**config.mk**
```make
export PLATFORM = sky130hd
export DESIGN_NAME = sumador_4
export DESIGN_NICKNAME = d
export VERILOG_FILES = /design/src/rtl/sumador_4_pkg.sv /design/src/rtl/cla_slice4.sv /design/src/rtl/sumador_4.sv
export SDC_FILE = /design/constraint.sdc
export NUM_CORES = 1
export LEC_CHECK = 0
export BUFFER_PORTS_ARGS = -buffer_cell sky130_fd_sc_hd__buf_2
export CAP_MARGIN = 15
export CORE_ASPECT_RATIO = 1.2
export CORE_UTILIZATION = 43
export CTS_CLUSTER_DIAMETER = 100
export DETAILED_ROUTE_END_ITERATION = 10
export HOLD_SLACK_MARGIN = 0.06
export PLACE_DENSITY = 0.84
export SYNTH_ARGS = -nofsm -noshare
export SYNTH_HDL_FRONTEND = slang
export SYNTH_SLANG_ARGS = --single-unit
```
**constraint.sdc**
```tcl
create_clock -name clk -period 3.7 [get_ports clk]
set_clock_uncertainty 0.2 [all_clocks]
set_input_delay 0.74 -clock clk [delete_from_list [all_inputs] [get_ports clk]]
set_output_delay 0.74 -clock clk [all_outputs]
set_load 0.01 [all_outputs]
```
**src/rtl/sumador_4_pkg.sv**
```systemverilog
// Shared processor constants for the fetch path, plus a small address helper.
package sumador_4_pkg;

  localparam int XLEN        = 64;
  localparam int INSTR_BYTES = 4;

  function automatic logic addr_misaligned(input logic [1:0] low_bits);
    return (low_bits != 2'b00);
  endfunction

endpackage

```
**src/rtl/cla_slice4.sv**
```systemverilog
// 4-bit carry-lookahead adder slice with group generate/propagate terms.
module cla_slice4 (
  input  logic [3:0] a,
  input  logic [3:0] b,
  input  logic       cin,
  output logic [3:0] sum,
  output logic       gen,
  output logic       prop,
  output logic       cout
);

  logic [3:0] g;
  logic [3:0] p;
  logic [3:0] c;

  assign g = a & b;
  assign p = a ^ b;

  // Every internal carry is flattened so no carry ripples inside the slice
  assign c[0] = cin;
  assign c[1] = g[0] | (p[0] & cin);
  assign c[2] = g[1] | (p[1] & g[0]) | (p[1] & p[0] & cin);
  assign c[3] = g[2] | (p[2] & g[1]) | (p[2] & p[1] & g[0])
              | (p[2] & p[1] & p[0] & cin);

  assign gen  = g[3] | (p[3] & g[2]) | (p[3] & p[2] & g[1])
              | (p[3] & p[2] & p[1] & g[0]);
  assign prop = &p;
  assign cout = gen | (prop & cin);

  assign sum = p ^ c;

endmodule

```
**src/rtl/sumador_4.sv**
```systemverilog
// PC + INC incrementer for the fetch path: combinational result and flags,
// plus a registered copy of each for the PC bank and trace.
module sumador_4
  import sumador_4_pkg::*;
#(
  parameter int WIDTH = XLEN,
  parameter int INC   = INSTR_BYTES
) (
  input  logic             clk,
  input  logic             reset,
  input  logic [WIDTH-1:0] inputPC,
  output logic [WIDTH-1:0] Nextinst,
  output logic             wrap,
  output logic             misaligned,
  output logic [WIDTH-1:0] Nextinst_r,
  output logic             wrap_r,
  output logic             misaligned_r
);

  localparam int         NSLICE = WIDTH / 4;
  localparam logic [3:0] INC4   = 4'(INC);

  logic [NSLICE:0]   carry;
  logic [WIDTH-1:0]  sum;
  // Group terms are not consumed here; they exist for a future lookahead unit
  logic [NSLICE-1:0] group_g_unused;
  logic [NSLICE-1:0] group_p_unused;

  assign carry[0] = 1'b0;

  for (genvar i = 0; i < NSLICE; i++) begin : g_slice
    localparam logic [3:0] BOP = (i == 0) ? INC4 : 4'd0;

    cla_slice4 u_slice (
      .a    (inputPC[4*i +: 4]),
      .b    (BOP),
      .cin  (carry[i]),
      .sum  (sum[4*i +: 4]),
      .gen  (group_g_unused[i]),
      .prop (group_p_unused[i]),
      .cout (carry[i+1])
    );
  end

  assign Nextinst   = sum;
  assign wrap       = carry[NSLICE];
  assign misaligned = addr_misaligned(inputPC[1:0]);

  always_ff @(posedge clk) begin
    if (reset) begin
      Nextinst_r   <= '0;
      wrap_r       <= 1'b0;
      misaligned_r <= 1'b0;
    end else begin
      Nextinst_r   <= Nextinst;
      wrap_r       <= wrap;
      misaligned_r <= misaligned;
    end
  end

endmodule

```
======== After elaboration in Yosys (flattened, before gate mapping) ========
Cells that the tools add are included.
cells by class
  bitwise operators ....................... 123
  reductions and logical operators ........ 16
operator list
  cell                 count
  1-bit bitwise AND    106
  4-bit bitwise XOR    16
  4-bit AND reduction  15
  2-bit nonzero test   1
  1-bit inverter       1
word-level totals
  bits in registers ....................... 66
  bits of input ports ..................... 66
  output and inout bits ................... 132
  word-level logic and storage cells ...... 142

======== Depth between registers and ports, before layout ========
  depth after elaboration ................. 17
  mapped depth ............................ 10
  mapped depth without buffers ............ 9

======== By module ========
From an unflattened synthesis, not the netlist that was laid out.
second synthesis, totals
  cell total of the unflattened synthesis .. 494
  area, all modules ....................... 4879.7 µm²
by module, submodules not included
  module                                times used  cells each  area an instance (µm²)  sequential area each (µm²)
  cla_slice4 (g_slice[11].u_slice ...)  14          22          193.9                   0.0
  sumador_4                             1           142         1799.2                  1321.3
  cla_slice4 (g_slice[0].u_slice ...)   2           22          182.7                   0.0

======== Worst setup path after synthesis ========
No wires, ideal clock.
  kind .................................... input to output
  start point ............................. input inputPC[2]
  end point ............................... output Nextinst[53]
  arrival ................................. 2.395 ns
  required time ........................... 2.760 ns
  slack ................................... 0.365 ns
  cell stages on the path ................. 9
  buffers on the path ..................... 1
  path through ............................ ha_1 -> nand4_2 -> nor2_1 -> nand4_1 -> clkbuf_1 -> inv_1 -> and3_1 -> ha_1 -> xor2_1
between the ends
  cells in the longest elaborated chain, start to end .. 15
RTL lines
  element                           line              RTL
  start: declaration                sumador_4.sv:11   input logic [WIDTH-1:0] inputPC,
  1-bit bitwise AND                 cla_slice4.sv:26  assign gen = g[3] | (p[3] & g[2]) | (p[3] & p[2] & g[1])
  1-bit bitwise AND (12 in series)  cla_slice4.sv:29  assign cout = gen | (prop & cin);
  1-bit bitwise AND                 cla_slice4.sv:21  assign c[1] = g[0] | (p[0] & cin);
  4-bit bitwise XOR                 cla_slice4.sv:31  assign sum = p ^ c;
  end: declaration                  sumador_4.sv:12   output logic [WIDTH-1:0] Nextinst,
No other way between the ends.

======== Worst setup path after layout ========
Same ends and word-level chain as after synthesis.

==> flow_summary_export.csv <==
group,metric,value,unit
floorplan,die_area,0.00755,mm2
routing,detail_route.vias_per_cell,5.01,
critical_path,timing.critical_path.from_type,"input pin",
critical_path,critical_path_sink_type,"primary output",
power,internal_power,1.26,mW
timing,finalHoldViolations,0,
yosys,synthArstFlopShare,0,
routing,route.vias.total,3174,
timing,relSlewSlack,0.485,
layout,antenna_cells,0,
critical_path,cp_top_family,"simple AND/OR/NAND/NOR gates",
job,max_cap_viol_count,0,
clock_tree,cts.sink_count,66,
timing,finalSetupViolations,0,
yosys,ys_warn_count,0,
critical_path,buffers_and_inverters_on_the_worst_path,4,
timing,fin_crit_sh,0.953,
placement,dpl.cell_count,620,
yosys,mappedNetlistNets,418,
global_routing,grtUsageTotal,0.244,
yosys,cell_area_after_synthesis,0.00310,mm2
global_routing,grt_pass1_wl,14200,um
critical_path,cp_cell_sequence,"buf_2 -> ha_1 -> nand4_2 -> nor2_2 -> nand4_1 -> buf_4 -> inv_1 -> and3_1 -> ha_1 -> xor2_1 -> buf_2",
floorplan,core.rowCount,33,
hold_path,worstHoldPathType,"in2reg",
yosys,seq_area_frac_synth,0.426,
yosys,synth_edf_count,0,
clock_tree,clockRootBuffer,"sky130_fd_sc_hd__clkbuf_8",
power,ir_drop,217,uV
clock_tree,cts_hold_buffers,0,
layout,num-fill-cells,585,
layout,most_common_cell_after_layout_fill_and_taps_aside,"sky130_fd_sc_hd__buf_2",
timing,min_period,3.53,ns
clock_tree,cts.clk_slew.worst_paths,0.07,ns
critical_path,setup.worst_path.class,"in2out",
layout,drive_gt1_frac,0.444,
floorplan,io-pin-count,198,
routing,routed_wl,8950,um
critical_path,crit_path_top_delay_cell,"sky130_fd_sc_hd__nor2_2",
clock_tree,clock_tree_from_tritoncts,"yes",
routing,drt_iter0_drc,92,
yosys,syn_area_per_cell,9.17,um2
layout,nets,624,
global_routing,gr-total-overflow,0,
clock_tree,number_of_post_cts_setup_repair_buffers,0,
placement,place_congestion,0.857,
global_routing,antenna_violations_before_repair,0,
routing,drtPass1Iterations,4,
power,power.switching,0.431,mW
placement,detailed_place_hpwl,7060,um
layout,syn2layout_area_growth,43.1,%
power,power_share_of_the_sequential_group,0.449,
clock_tree,cts.repair.resized,0,
yosys,yosys.cell_types.count,34,
global_routing,via_count_of_the_first_global_routing_pass,3076,
power,share_clk_of_total_power,0.387,
timing,timing_max_transition_violations_final,0,
power,swShare,0.255,
layout,fin_cells,634,
clock_tree,clock_path_buffers,2,
routing,drt.antenna.violating_nets,0,
clock_tree,h-tree-depth,3,
routing,avgRoutedWirePerCell,14.1,um
critical_path,cp_slowest_stage_delay,0.24,ns
status,status,"complete, no violations",
clock_tree,numCtsBuffers,9,
layout,multiInputGateArea,0.00169,mm2
floorplan,die_width,79.5,um
timing,worstMarginPinSlew,0.773,ns
global_routing,grt_max_degree,44,
timing,fmax,284,MHz
layout,layout_common_cells,"197 x sky130_fd_sc_hd__buf_2, 66 x sky130_fd_sc_hd__dfxtp_1, 46 x sky130_fd_sc_hd__nor2b_1, 32 x sky130_fd_sc_hd__nand2_1",
power,leakagePower,2.27,nW
placement,port-buffer-count,197,
layout,layout.area.seq,0.00132,mm2
yosys,syn_inst,338,
routing,drc_violations_left,0,
power,combinationalPowerShare,0.164,
timing,fin_worst_hold_slack,0.377,ns
power,power_density,381,mW/mm2
layout,fin_util,0.643,
timing,rsz0062_at_grt,"yes",
critical_path,worstPathRequired,2.76,ns
yosys,ys_seq_elements,66,
floorplan,dieHeight,95.0,um
critical_path,crit_arrival,2.59,ns
critical_path,critical_path.max_fanout,14,
floorplan,initial_core_util,0.449,
yosys,synth_flop_cell,"sky130_fd_sc_hd__dfxtp_1",
floorplan,coreArea,0.00690,mm2
## sequential cells by signal, summed over array words and instances, names as in the netlist
signal	flops
wrap_r	1
Nextinst_r	64
misaligned_r	1
## per-stage QoR
step                TNS [ns]  cell area (um2)  worst slack [ns]  total power [mW]
finish                     0             4430             0.173              1.69
global route         -0.0377             4430           -0.0313              1.77
CTS                        0             4420            0.0774              1.71
detailed placement         0             4210            0.0728              1.05
global placement           0             4210             0.135              1.04
floorplan                  0             3100             0.365             0.903
## path summary, 6_finish.rpt
check                  start                        to  slack (ns)  cells past startpoint
hold / removal    inputPC[2]  Nextinst_r[2]$_SDFF_PP0_        0.38                      2
setup / recovery  inputPC[2]              Nextinst[53]        0.17                     11
## power groups by stage
stage	Combinational (mW)	Sequential (mW)	Clock [mW]
after floorplan	0.107	0.796	0
after detailed placement	0.275	0.775	0
final	0.276	0.758	0.654
after global routing	0.305	0.761	0.699
after CTS	0.277	0.759	0.673
after global placement	0.269	0.773	0
## kinds of logic after synthesis
| logic type | count (synthesis) | share of synthesized area |
|---|---|---|
| XOR/XNOR | 30 | 0.0848 |
| AO/OA/AOI/OAI | 34 | 0.0606 |
| adder cells (fa/ha/maj) | 14 | 0.0565 |
| buffers and inverters | 24 | 0.0319 |
| multiplexers | 4 | 0.0145 |
| flip-flops | 66 | 0.426 |
| AND/OR/NAND/NOR | 166 | 0.325 |
## synthesized netlist by cell type, types with 4 or more instances
| cell | count | area, um2 |
|---|---|---|
| sky130_fd_sc_hd__and3_1 | 8 | 50.1 |
| sky130_fd_sc_hd__or2_2 | 4 | 25.0 |
| sky130_fd_sc_hd__ha_1 | 14 | 175 |
| sky130_fd_sc_hd__o21ai_0 | 10 | 50.1 |
| sky130_fd_sc_hd__nand2_1 | 32 | 120 |
| sky130_fd_sc_hd__inv_1 | 12 | 45.0 |
| sky130_fd_sc_hd__xnor2_1 | 13 | 114 |
| sky130_fd_sc_hd__xor2_1 | 17 | 149 |
| sky130_fd_sc_hd__nor4_1 | 4 | 25.0 |
| sky130_fd_sc_hd__nor3_1 | 5 | 25.0 |
| sky130_fd_sc_hd__or4_1 | 5 | 37.5 |
| sky130_fd_sc_hd__nand3_1 | 10 | 50.1 |
| sky130_fd_sc_hd__dfxtp_1 | 66 | 1320 |
| sky130_fd_sc_hd__o31ai_1 | 7 | 52.6 |
| sky130_fd_sc_hd__nand4_1 | 11 | 68.8 |
| sky130_fd_sc_hd__nor2_1 | 10 | 37.5 |
| sky130_fd_sc_hd__or3_1 | 13 | 81.3 |
| sky130_fd_sc_hd__a21oi_1 | 17 | 85.1 |
| sky130_fd_sc_hd__clkbuf_1 | 9 | 33.8 |
| sky130_fd_sc_hd__nor2b_1 | 46 | 288 |
## cell type report
| class | count | share of cell area |
|---|---|---|
| multi-input cells | 248 | 0.381 |
| flip-flops and latches | 66 | 0.298 |
| repair buffers | 207 | 0.239 |
| clock buffers | 11 | 0.0319 |
| well taps | 87 | 0.0245 |
| clock inverters | 3 | 0.0147 |
| inverters | 12 | 0.0102 |
## layer usage
| metal | GRT usage | vias to the layer above | part of all wire |
|---|---|---|---|
| met3 | 0.0551 | 24 | 0.066 |
| met4 | 0.142 | 0 | 0.031 |
| li1 | - | 1574 | - |
| met5 | 0 | - | 0 |
| met1 | 0.264 | 1455 | 0.39 |
| met2 | 0.432 | 121 | 0.52 |
Power figures use the tool's default switching activity.
